<file path="src/rtl/axi_ic_pkg.sv">
// Shared helpers for the AXI interconnect arbiters: round-robin pick, one-hot decode, QoS width.
// Latency: n/a (pure functions and constants).
// Backpressure: n/a.
package axi_ic_pkg;

    // QoS field width per master
    localparam int QOS_W = 4;

    // Helper functions work on vectors sized for the largest supported master count (16)
    localparam int VEC_MAX = 16;

    typedef enum logic {
        ARB_IDLE = 1'b0,
        ARB_HOLD = 1'b1
    } arb_state_e;

    // First set bit of req searching upward from ptr+1, wrapping at n (explicit modulo compare).
    // Callers check that req is non-zero; with no request the result is 0.
    function automatic logic [3:0] rr_pick(input logic [VEC_MAX-1:0] req,
                                           input logic [3:0]         ptr,
                                           input int unsigned        n);
        logic [3:0]  pick;
        logic        found;
        int unsigned idx;
        pick  = '0;
        found = 1'b0;
        for (int unsigned i = 1; i <= VEC_MAX; i++) begin
            if (i <= n) begin
                idx = {28'd0, ptr} + i;
                if (idx >= n) begin
                    idx = idx - n;
                end
                if (!found && req[idx[3:0]]) begin
                    pick  = idx[3:0];
                    found = 1'b1;
                end
            end
        end
        return pick;
    endfunction

    // Index of the set bit of a one-hot vector (0 for an all-zero vector)
    function automatic logic [3:0] onehot_to_idx(input logic [VEC_MAX-1:0] oh);
        logic [3:0] idx;
        idx = '0;
        for (int i = 0; i < VEC_MAX; i++) begin
            if (oh[i]) begin
                idx = idx | 4'(i);
            end
        end
        return idx;
    endfunction

endpackage

</file>
<file path="src/rtl/axi_ic_sel_fifo.sv">
// In-order queue of granted master indices that steers the W-channel mux.
// Latency: push visible at dout/empty one cycle later; no write-to-read bypass.
// Backpressure: push ignored when full unless popped in the same cycle; pop ignored when empty.
module axi_ic_sel_fifo
    import axi_ic_pkg::*;
#(
    parameter int Q_DEPTH = 4,
    parameter int SELW    = 2,
    parameter int LVLW    = $clog2(Q_DEPTH) + 1
) (
    input  logic            clk,
    input  logic            rst_n,
    input  logic            push,
    input  logic            pop,
    input  logic [SELW-1:0] din,
    output logic [SELW-1:0] dout,
    output logic            empty,
    output logic            full,
    output logic [LVLW-1:0] level
);

    localparam int PTRW = $clog2(Q_DEPTH);

    logic [SELW-1:0] mem_q [Q_DEPTH];
    logic [SELW-1:0] mem_d [Q_DEPTH];
    logic [PTRW-1:0] wr_ptr_q, wr_ptr_d;
    logic [PTRW-1:0] rd_ptr_q, rd_ptr_d;
    logic [LVLW-1:0] level_q, level_d;
    logic            do_push, do_pop;

    assign empty = (level_q == '0);
    assign full  = (level_q == LVLW'(Q_DEPTH));
    assign level = level_q;
    assign dout  = mem_q[rd_ptr_q];

    // Next-state: write at tail, advance head, track occupancy (push+pop leaves level unchanged)
    always_comb begin
        mem_d    = mem_q;
        wr_ptr_d = wr_ptr_q;
        rd_ptr_d = rd_ptr_q;
        level_d  = level_q;
        do_pop   = pop && !empty;
        do_push  = push && (!full || do_pop);
        if (do_push) begin
            mem_d[wr_ptr_q] = din;
            wr_ptr_d        = wr_ptr_q + 1'b1;
        end
        if (do_pop) begin
            rd_ptr_d = rd_ptr_q + 1'b1;
        end
        if (do_push && !do_pop) begin
            level_d = level_q + 1'b1;
        end else if (!do_push && do_pop) begin
            level_d = level_q - 1'b1;
        end
    end

    // State registers; storage is cleared so the head reads 0 out of reset
    always_ff @(posedge clk) begin
        if (!rst_n) begin
            for (int i = 0; i < Q_DEPTH; i++) begin
                mem_q[i] <= '0;
            end
            wr_ptr_q <= '0;
            rd_ptr_q <= '0;
            level_q  <= '0;
        end else begin
            mem_q    <= mem_d;
            wr_ptr_q <= wr_ptr_d;
            rd_ptr_q <= rd_ptr_d;
            level_q  <= level_d;
        end
    end

endmodule

</file>
<file path="src/rtl/axi_wr_arbiter.sv">
// Per-slave-port AW round-robin arbiter with in-order W steering queue (QoS priority under AXI_ARB_QOS_EN).
// Latency: request to grant 1 cycle; AW handshake to w_sel_vld 1 cycle; back-to-back grants without bubbles.
// Backpressure: grant held until AW handshake; no new grant while the steering queue plus held grant is full.
module axi_wr_arbiter
    import axi_ic_pkg::*;
#(
    parameter int MST_N   = 4,
    parameter int SELW    = $clog2(MST_N),
    parameter int Q_DEPTH = 4
) (
    input  logic                     aclk,
    input  logic                     aresetn,
    input  logic [MST_N-1:0]         aw_req,
`ifdef AXI_ARB_QOS_EN
    input  logic [MST_N*4-1:0]       aw_qos,
`endif
    output logic [MST_N-1:0]         aw_gnt,
    input  logic                     aw_ready,
    output logic [SELW-1:0]          w_sel,
    output logic                     w_sel_vld,
    input  logic                     w_last_hs,
    output logic                     err,
    output logic [$clog2(Q_DEPTH):0] q_level
);

    localparam int LVLW = $clog2(Q_DEPTH) + 1;

    arb_state_e         state_q, state_d;
    logic [MST_N-1:0]   aw_gnt_q, aw_gnt_d;
    logic [SELW-1:0]    rr_ptr_q, rr_ptr_d;
    logic               err_q, err_d;

    logic [VEC_MAX-1:0] gnt_ext, req_ext;
    logic [3:0]         gnt_idx, ptr_ext, pick_idx;
    logic [MST_N-1:0]   base_req, cand_req, new_gnt;
    logic               aw_hs, withdrawn, room;
    logic               fifo_push, fifo_pop, fifo_empty, fifo_full;
    logic [SELW-1:0]    fifo_dout;
    logic [LVLW-1:0]    fifo_level;
    logic               unused_bits;

    assign aw_hs     = (state_q == ARB_HOLD) && (|(aw_gnt_q & aw_req)) && aw_ready;
    assign withdrawn = (state_q == ARB_HOLD) && !(|(aw_gnt_q & aw_req));
    // The master completing its handshake this cycle cannot already hold a new AW, so it sits out
    assign base_req  = aw_req & ~(aw_hs ? aw_gnt_q : '0);
    assign fifo_pop  = w_last_hs && !fifo_empty;
    assign fifo_push = aw_hs && (!fifo_full || fifo_pop);

    // Candidate filter: with QoS only the highest-QoS requesters compete, ties go to round robin
    always_comb begin
        cand_req = base_req;
`ifdef AXI_ARB_QOS_EN
        begin
            logic [QOS_W-1:0] qos_max;
            qos_max = '0;
            for (int i = 0; i < MST_N; i++) begin
                if (base_req[i] && (aw_qos[i*QOS_W +: QOS_W] > qos_max)) begin
                    qos_max = aw_qos[i*QOS_W +: QOS_W];
                end
            end
            for (int i = 0; i < MST_N; i++) begin
                cand_req[i] = base_req[i] && (aw_qos[i*QOS_W +: QOS_W] == qos_max);
            end
        end
`endif
    end

    // Round-robin pick, searching from the just-handshaken winner so re-arbitration has no bubble
    always_comb begin
        gnt_ext                 = '0;
        gnt_ext[MST_N-1:0]      = aw_gnt_q;
        gnt_idx                 = onehot_to_idx(gnt_ext);
        req_ext                 = '0;
        req_ext[MST_N-1:0]      = cand_req;
        ptr_ext                 = '0;
        ptr_ext[SELW-1:0]       = aw_hs ? gnt_idx[SELW-1:0] : rr_ptr_q;
        pick_idx                = rr_pick(req_ext, ptr_ext, MST_N);
        new_gnt                 = '0;
        new_gnt[pick_idx[SELW-1:0]] = 1'b1;
        // A held grant counts as a queue slot already spoken for
        room = (int'(fifo_level) + ((state_q == ARB_HOLD) ? 1 : 0)) < Q_DEPTH;
    end

    // FSM next-state, grant register and round-robin pointer update; err is sticky
    always_comb begin
        state_d  = state_q;
        aw_gnt_d = aw_gnt_q;
        rr_ptr_d = rr_ptr_q;
        err_d    = err_q | (w_last_hs & fifo_empty);
        case (state_q)
            ARB_IDLE: begin
                if ((|cand_req) && room) begin
                    state_d  = ARB_HOLD;
                    aw_gnt_d = new_gnt;
                end
            end
            ARB_HOLD: begin
                if (aw_hs) begin
                    rr_ptr_d = gnt_idx[SELW-1:0];
                    if ((|cand_req) && room) begin
                        aw_gnt_d = new_gnt;
                    end else begin
                        state_d  = ARB_IDLE;
                        aw_gnt_d = '0;
                    end
                end else if (withdrawn) begin
                    state_d  = ARB_IDLE;
                    aw_gnt_d = '0;
                end
            end
        endcase
    end

    // State registers; pointer resets to the last master so master 0 wins first
    always_ff @(posedge aclk) begin
        if (!aresetn) begin
            state_q  <= ARB_IDLE;
            aw_gnt_q <= '0;
            rr_ptr_q <= SELW'(MST_N - 1);
            err_q    <= 1'b0;
        end else begin
            state_q  <= state_d;
            aw_gnt_q <= aw_gnt_d;
            rr_ptr_q <= rr_ptr_d;
            err_q    <= err_d;
        end
    end

    axi_ic_sel_fifo #(
        .Q_DEPTH (Q_DEPTH),
        .SELW    (SELW),
        .LVLW    (LVLW)
    ) u_sel_fifo (
        .clk   (aclk),
        .rst_n (aresetn),
        .push  (fifo_push),
        .pop   (fifo_pop),
        .din   (gnt_idx[SELW-1:0]),
        .dout  (fifo_dout),
        .empty (fifo_empty),
        .full  (fifo_full),
        .level (fifo_level)
    );

    // Helper vectors are sized for 16 masters; fold the spare bits so they are not left dangling
    assign unused_bits = ^{gnt_ext, req_ext, gnt_idx, ptr_ext, pick_idx};

    assign aw_gnt    = aw_gnt_q;
    assign w_sel     = fifo_dout;
    assign w_sel_vld = !fifo_empty;
    assign q_level   = fifo_level;
    assign err       = err_q;

endmodule
</file>
<file path="config.mk">
export PLATFORM = sky130hd
export DESIGN_NAME = axi_wr_arbiter
export DESIGN_NICKNAME = d
export VERILOG_FILES = /design/src/rtl/axi_ic_pkg.sv /design/src/rtl/axi_ic_sel_fifo.sv /design/src/rtl/axi_wr_arbiter.sv
export SDC_FILE = /design/constraint.sdc
export NUM_CORES = 1
export LEC_CHECK = 0
export BUFFER_PORTS_ARGS = -buffer_cell sky130_fd_sc_hd__buf_4
export CORE_AREA = 5 5 69 71
export DETAILED_ROUTE_END_ITERATION = 8
export DIE_AREA = 0 0 74 76
export SYNTH_ARGS = -nofsm -noshare
export SYNTH_HDL_FRONTEND = slang
export SYNTH_HIERARCHICAL = 1
export SYNTH_SLANG_ARGS = --single-unit
</file>
<file path="constraint.sdc">
create_clock -name aclk -period 8 [get_ports aclk]
set_clock_uncertainty 0.15 [all_clocks]
set_input_delay 0.4 -clock aclk [delete_from_list [all_inputs] [get_ports aclk]]
set_output_delay 0.4 -clock aclk [all_outputs]
set_load 0.05 [all_outputs]
</file>
==> results of run 1 <==
==> worst register-to-register path, delay by kind of cell (launching register included) <==
kind	cells	cell delay [ns]
AO/OA/AOI/OAI	6	1.73
adder cells (fa/ha/maj)	1	0.32
buffers and inverters	1	0.08
flip-flops	1	0.54
AND/OR/NAND/NOR	2	0.67
==> how the worst max path moves through the flow <==
stage	end	cells past startpoint
2_1_floorplan	aw_gnt[3]	11
3_3_place_gp	aw_gnt[3]	11
3_5_place_dp	aw_gnt[3]	11
4_1_cts	aw_gnt[3]	10
5_1_grt	aw_gnt[3]	10
6_report	aw_gnt[3]	10
==> placed cells by master, fill, tap and decap left out, types with 3 or more instances in the layout <==
master and n:
nand2_1 33, dfxtp_1 23, buf_4 18, mux2i_1 12, inv_1 11, nor2_1 10
nand3_1 9, ha_1 9, and2_1 7, nor2b_1 7, a21oi_1 6, a211oi_1 5
nor3_1 5, o21ai_0 4, or3_1 3, mux4_2 3, o31ai_1 3, clkbuf_8 3
xnor2_1 3
==> sequential cells by signal (all words and copies together) (netlist names) <==
signal	cells
state_q	1
u_sel_fifo/rd_ptr_q	2
rr_ptr_q	2
u_sel_fifo/mem_q	8
u_sel_fifo/level	3
u_sel_fifo/wr_ptr_q	2
err	1
aw_gnt	4
==> layout make-up <==
class	count	share of cell area
multi-input cells	154	0.6053
flip-flops and latches	23	0.2429
repair buffers	18	0.07129
well taps	52	0.03432
clock buffers	3	0.02178
inverters	11	0.02178
clock inverters	1	0.002640
==> routing by layer <==
layer  vias up  part of all wire
li1        726                 -
met1       684              0.44
met2        20              0.52
met5         -                 0
met4         0            0.0082
met3         4             0.030
==> power by group through the flow <==
stage / clock (W) / combinational, W / sequential, W
6_report: 0.0000710 / 0.000323 / 0.000159
3_5_place_dp: 0 / 0.000323 / 0.000162
5_1_grt: 0.0000813 / 0.000353 / 0.000165
3_3_place_gp: 0 / 0.000321 / 0.000162
2_1_floorplan: 0 / 0.000227 / 0.000187
4_1_cts: 0.0000730 / 0.000324 / 0.000159
==> cell families (layout without fill, tap and decap cells) <==
kind of cell,after synthesis,count (layout),synth area share
AND/OR/NAND/NOR,84,84,0.2532
AO/OA/AOI/OAI,40,40,0.2115
flip-flops,23,23,0.2740
multiplexers,16,16,0.1184
buffers and inverters,16,33,0.04319
adder cells (fa/ha/maj),10,10,0.07893
XOR/XNOR,4,4,0.02085
==> stage by stage <==
step | total power (W) | hold WS [ns] | worst slack [ns] | std cells | util
2_1_floorplan | 0.0004139 | 0.2815 | 4.537 | 193 | -
3_3_place_gp | 0.0004828 | 0.2921 | 4.441 | 258 | 0.4430
3_5_place_dp | 0.0004852 | 0.2987 | 4.370 | 258 | 0.4430
4_1_cts | 0.0005560 | 0.2403 | 4.458 | 262 | 0.4541
5_1_grt | 0.0005990 | 0.2681 | 4.137 | 262 | 0.4541
6_report | 0.0005532 | 0.2449 | 4.459 | 262 | 0.4541
==> results by group, run 1 <==
Outcome
  – Outcome: finished, final reports clean

Pwr
  – Net Sw Frac: 0.4805
  – Int Pwr: around 0.00029 W
  – Peak VDD IR: ~0.14 mV
  – Comb power frac: 0.584
  – PD cells: about 300 nW/µm²
  – Sequential share of power: 0.287
  – Leakage: approximately 0.76 nW
  – Sw Pwr: 0.0002658 W
  – Clock power frac: 0.128

Drt
  – 1st-iter DRT viols: 107
  – Drt pass-1 iters: 4
  – Drc violations: 0
  – Routed wire length: approximately 3.8 mm
  – Antenna Nets Post-Route: 0
  – DR WL/cell: around 14 µm
  – Vias per Instance: 5.473
  – Vias: about 1.4k

Global route
  – Initial antenna violation count: 0
  – Vias in the first global route: 1,374
  – GRT overflow: 0
  – Global-route wire length before repair: roughly 6.6 mm
  – GR Layer Usage met2: 0.2465
  – Largest net degree at the start of global routing: 27
  – Most Used Layer, Global Route: met2
  – Met1 usage: 0.1950
  – Met3 Resource Use GR: 0.01583
  – GRT Total Usage: 0.1457

STA
  – Actual slew at the worst max-slew pin: approximately 0.63 ns
  – Total negative slack: 0 ns
  – Final setup viols: 0
  – Slew Viols, Final: 0
  – Post-route minimum period: 3.541 ns
  – Fmax: 0.2824 GHz
  – Slew headroom: 0.5661
  – Final hold vios: 0
  – Final period utilization: 0.4427
  – RSZ-0062 raised after global routing: false

Final layout
  – P&R area growth vs syn: 12.81%
  – Layout Nets: 229
  – Fill cells: 434
  – Finished Cell Area: approximately 1900 µm²
  – Proportion of layout cells with a drive suffix above 1: 0.2000
  – Multi-input gate area: between 1000 and 1500 µm²
  – Ant. Diodes: 0
  – Register area: between 400 and 500 µm²

Synth
  – Post-synth EDFFs: 0
  – Top FF cell, synth: dfxtp_1
  – List of most frequent post-synthesis cells: nand2_1, dfxtp_1, mux2i_1
  – #FFs+latches synth: 23
  – Syn Inst Count: roughly 190
  – Post-synth cell types: 50
  – Async set-or-reset flop fraction in the synthesized netlist: 0
  – Cell Area, Synth: ~1700 µm²
  – Sequential area share after synthesis: 0.2740
  – Top-count cell post-synth: nand2_1
  – Leading area contributor after synthesis: dfxtp_1
  – Syn Nets: 211
  – Synth top area cells: dfxtp_1, nand2_1, mux2i_1
  – Avg Cell Area, Syn: a little under 9 µm²
  – Synth warn: 6
  – Synth top area share: 0.2740

Clock tree
  – Post-CTS setup buffers: 0
  – Cts repair resizes: 0
  – Cts hold-fix bufs: 0
  – Clk Latency, worst-skew pair: around 0.26 ns
  – Clk slew on worst S/H paths: 0.08 ns
  – Clock sink count: 23
  – Root Driver: clkbuf_8
  – CTS tree: built
  – CTS H-tree depth: 1
  – Clk buf depth: 2
  – Total clock buffers created by CTS: 3

Die
  – Core area: between 4000 and 5000 µm²
  – Die ar.: roughly 5600 µm²
  – Cell Rows: 24
  – Initial Utilization: 0.4026
  – Chip width: about 74 µm
  – Num ports: 19
  – Die Ht: 76 µm

Critical path
  – Slowest-stage cell, CP: dfxtp_1
  – R2R Setup Slk: 4.46 ns
  – Crit path capture type: register
  – Top Family by Delay on Critical Path: compound AO/OA/AOI/OAI gates
  – Crit-path cells: nand2_1 > a211oi_2 > a21o_1 > inv_1 > ha_1 > o41ai_2 > o21bai_4 > or4_4 > o31ai_2 > a32o_1
  – CP startpoint kind: register
  – CP Launch Point: state_q
  – CP peak stage delay: 0.54 ns
  – CP max FO: 11
  – Worst R2R Start: state_q
  – Critical path data arrival time: 3.60 ns
  – WP buf/inv: 1
  – Critical path type: register to register
  – RR Endpoint: aw_gnt[3]
  – Critical Path RT: around 8.1 ns
  – Reg2Reg Depth: 10

Place
  – Port bufs: 18
  – DP Wirelength: just under 3 mm
  – Routability congestion estimate: about 0.78
  – Placed cell area: between 1500 and 2000 µm²

Min path
  – Hold Crit Start: w_last_hs
  – Hold crit path type: primary input to register
  – Hold path endpoint: err
  – Hold depth: 3

Job
  – Max cap viols: 0
Note: power is estimated with default switching activity, not from simulation.
==> run 2, diff against run 1 <==
clock period = 3.1 ns   (was 8 ns; I/O delays follow)
==> results by group, run 2 (same netlist as run 1, synthesis figures left out) <==
Outcome
  – Outcome: finished, final reports clean

STA
  – Final period utilization: 0.9665 (+0.5238)
  – Actual slew at the worst max-slew pin: 0.5925 ns (-0.04025 ns)
  – Post-route setup slack: 0.1038 ns (-4.355 ns)
  – Post-route minimum period: 2.996 ns (-0.5451 ns)
  – Final setup viols: 0 (unchanged)
  – Final hold vios: 0 (unchanged)
  – Fmax: 0.3338 GHz (+18%)
  – Slew Viols, Final: 0 (unchanged)
  – Slew headroom: 0.6026 (+0.03652)

Final layout
  – Register area: 476.7 µm² (+3.5%)
  – Multi-input gate area: 1231 µm² (+7.3%)
  – Proportion of layout cells with a drive suffix above 1: 0.3091 (+0.1091)
  – P&R area growth vs syn: 23.16%
  – Layout Nets: 239 (+4.4%)
  – Fin util: 0.4958 (+0.04167)
  – Most frequent cells in the layout: nand2_1, buf_4, dfxtp_1
  – Ant. Diodes: 0 (unchanged)
  – Fill cells: 393 (-9.4%)
  – Finished Cell Area: 2069 µm² (+9.2%)
  – Fin cells: 272 (+3.8%)
  – Most flops, register: u_sel_fifo/mem_q
  – Max reg flops: 8 (unchanged)
  – Commonest non-fill, non-tap cell in the layout: nand2_1

Global route
  – Initial antenna violation count: 0 (unchanged)
  – Largest net degree at the start of global routing: 27 (unchanged)
  – Vias in the first global route: 1,402 (+2.0%)
  – Global-route wire length before repair: 6.693 mm (+0.95%)
  – GR Layer Usage met2: 0.2420 (-0.004433)
  – Most Used Layer, Global Route: met2
  – GRT Total Usage: 0.1506 (+0.004897)
  – Met3 Resource Use GR: 0.02639 (+0.01055)
  – Met1 usage: 0.1995 (+0.004548)
  – GRT overflow: 0 (unchanged)

Clock tree
  – CTS H-tree depth: 1 (unchanged)
  – Total clock buffers created by CTS: 3 (unchanged)
  – Root Driver: clkbuf_8
  – CTS tree: built
  – Clk buf depth: 2 (unchanged)
  – Clock sink count: 23 (unchanged)
  – Clk slew on worst S/H paths: 0.08 ns (about the same)
  – Clk Latency, worst-skew pair: 0.26 ns (about the same)

Critical path
  – Top Family by Delay on Critical Path: compound AO/OA/AOI/OAI gates
  – Critical path type: register to register
  – Slowest-stage cell, CP: o41ai_4
  – WP buf/inv: 1 (unchanged)
  – CP max FO: 7 (-4)
  – CP startpoint kind: register
  – Critical Path RT: 3.11 ns (-4.95 ns)
  – CP peak stage delay: 0.45 ns (-0.09 ns)
  – Critical path data arrival time: 3.01 ns (-0.59 ns)
  – Crit path capture type: register
  – Crit-path cells: a22o_4 > or3_4 > nand2_2 > inv_2 > ha_4 > o41ai_4 > o21bai_4 > a2111oi_4 > o31ai_4 > a32o_1

Pwr
  – PD cells: 778.0 nW/µm² (+170%)
  – Peak VDD IR: 0.3708 mV (+160%)
  – Leakage: 0.8305 nW (+8.6%)

Place
  – Dpl ws: 0.02813 ns (-4.342 ns)
  – Routability congestion estimate: 0.8399 (+7.1%)
  – Port bufs: 18 (unchanged)
  – Placed cell area: 1962 µm² (+6.1%)
  – Placed cell count: 266 (+3.1%)
  – DP Wirelength: 3.178 mm (+7.0%)

Job
  – Max cap viols: 0 (unchanged)

Die
  – Die Ht: 76 µm (unchanged)
  – Core area: 4174 µm² (unchanged)
  – Cell Rows: 24 (unchanged)
  – Num ports: 19 (unchanged)
  – Chip width: 74 µm (unchanged)
  – Initial Utilization: 0.4026 (unchanged)
  – Die ar.: 5624 µm² (unchanged)

Drt
  – Drc violations: 0 (unchanged)
  – 1st-iter DRT viols: 85 (-21%)
  – Antenna Nets Post-Route: 0 (unchanged)
  – Vias per Instance: 5.496 (+0.42%)
  – Vias: 1,495 (+4.3%)
  – DR WL/cell: 15.14 µm (+4.6%)
  – Routed wire length: 4.117 mm (+8.5%)
  – Drt pass-1 iters: 4 (unchanged)

Min path
  – Hold crit path type: primary input to register
==> run 2: where the power goes <==
group          switching [W]  internal, W
clock              0.0000936    0.0000917
sequential         0.0000632     0.000347
combinational       0.000599     0.000416
==> run 2: through the flow <==
stage	setup TNS (ns)	total power (W)	hold slack, ns
floorplan	0	0.001116	0.06694
global placement	0	0.001339	0.2717
detailed placement	0	0.001347	0.2845
CTS	0	0.001533	0.005065
global route	-0.03853	0.001725	0.05814
finish	0	0.001610	0.005788
==> run 2: worst min-delay path: cells and delay by family <==
family / cells / cell delay, ns
simple gates: 1 / 0.09
buf+inv: 1 / 0.08
compound gates: 1 / 0.06
==> run 2: layer usage <==
layer	wire length, µm	vias to the layer above
met2	2046	31
met4	53	0
met3	175	6
met1	1842	711
met5	0	-
li1	-	747
==> run 2: final timing paths <==
path	startpoint	endpoint	slack (ns)	depth (start not counted)
max	aw_gnt[3]	aw_gnt[3]	0.10	10
min	w_last_hs	err	0.006	3
max reg2reg	aw_gnt[3]	aw_gnt[3]	0.10	10
min reg2reg	u_sel_fifo/mem_q[3]	u_sel_fifo/mem_q[3]	0.31	2
==> run 2: final cells by class <==
| class | count | area share |
|---|---|---|
| clock buffers | 4 | 0.02177 |
| inverters | 11 | 0.01995 |
| multi-input cells | 154 | 0.5949 |
| flip-flops and latches | 23 | 0.2304 |
| well taps | 52 | 0.03144 |
| repair buffers | 28 | 0.1016 |
==> run 2: timing repair <==
action,in CTS,in global routing
setup buffers,0,2
setup endpoints to repair,0,5
gates resized for setup,0,9
hold buffers,0,0
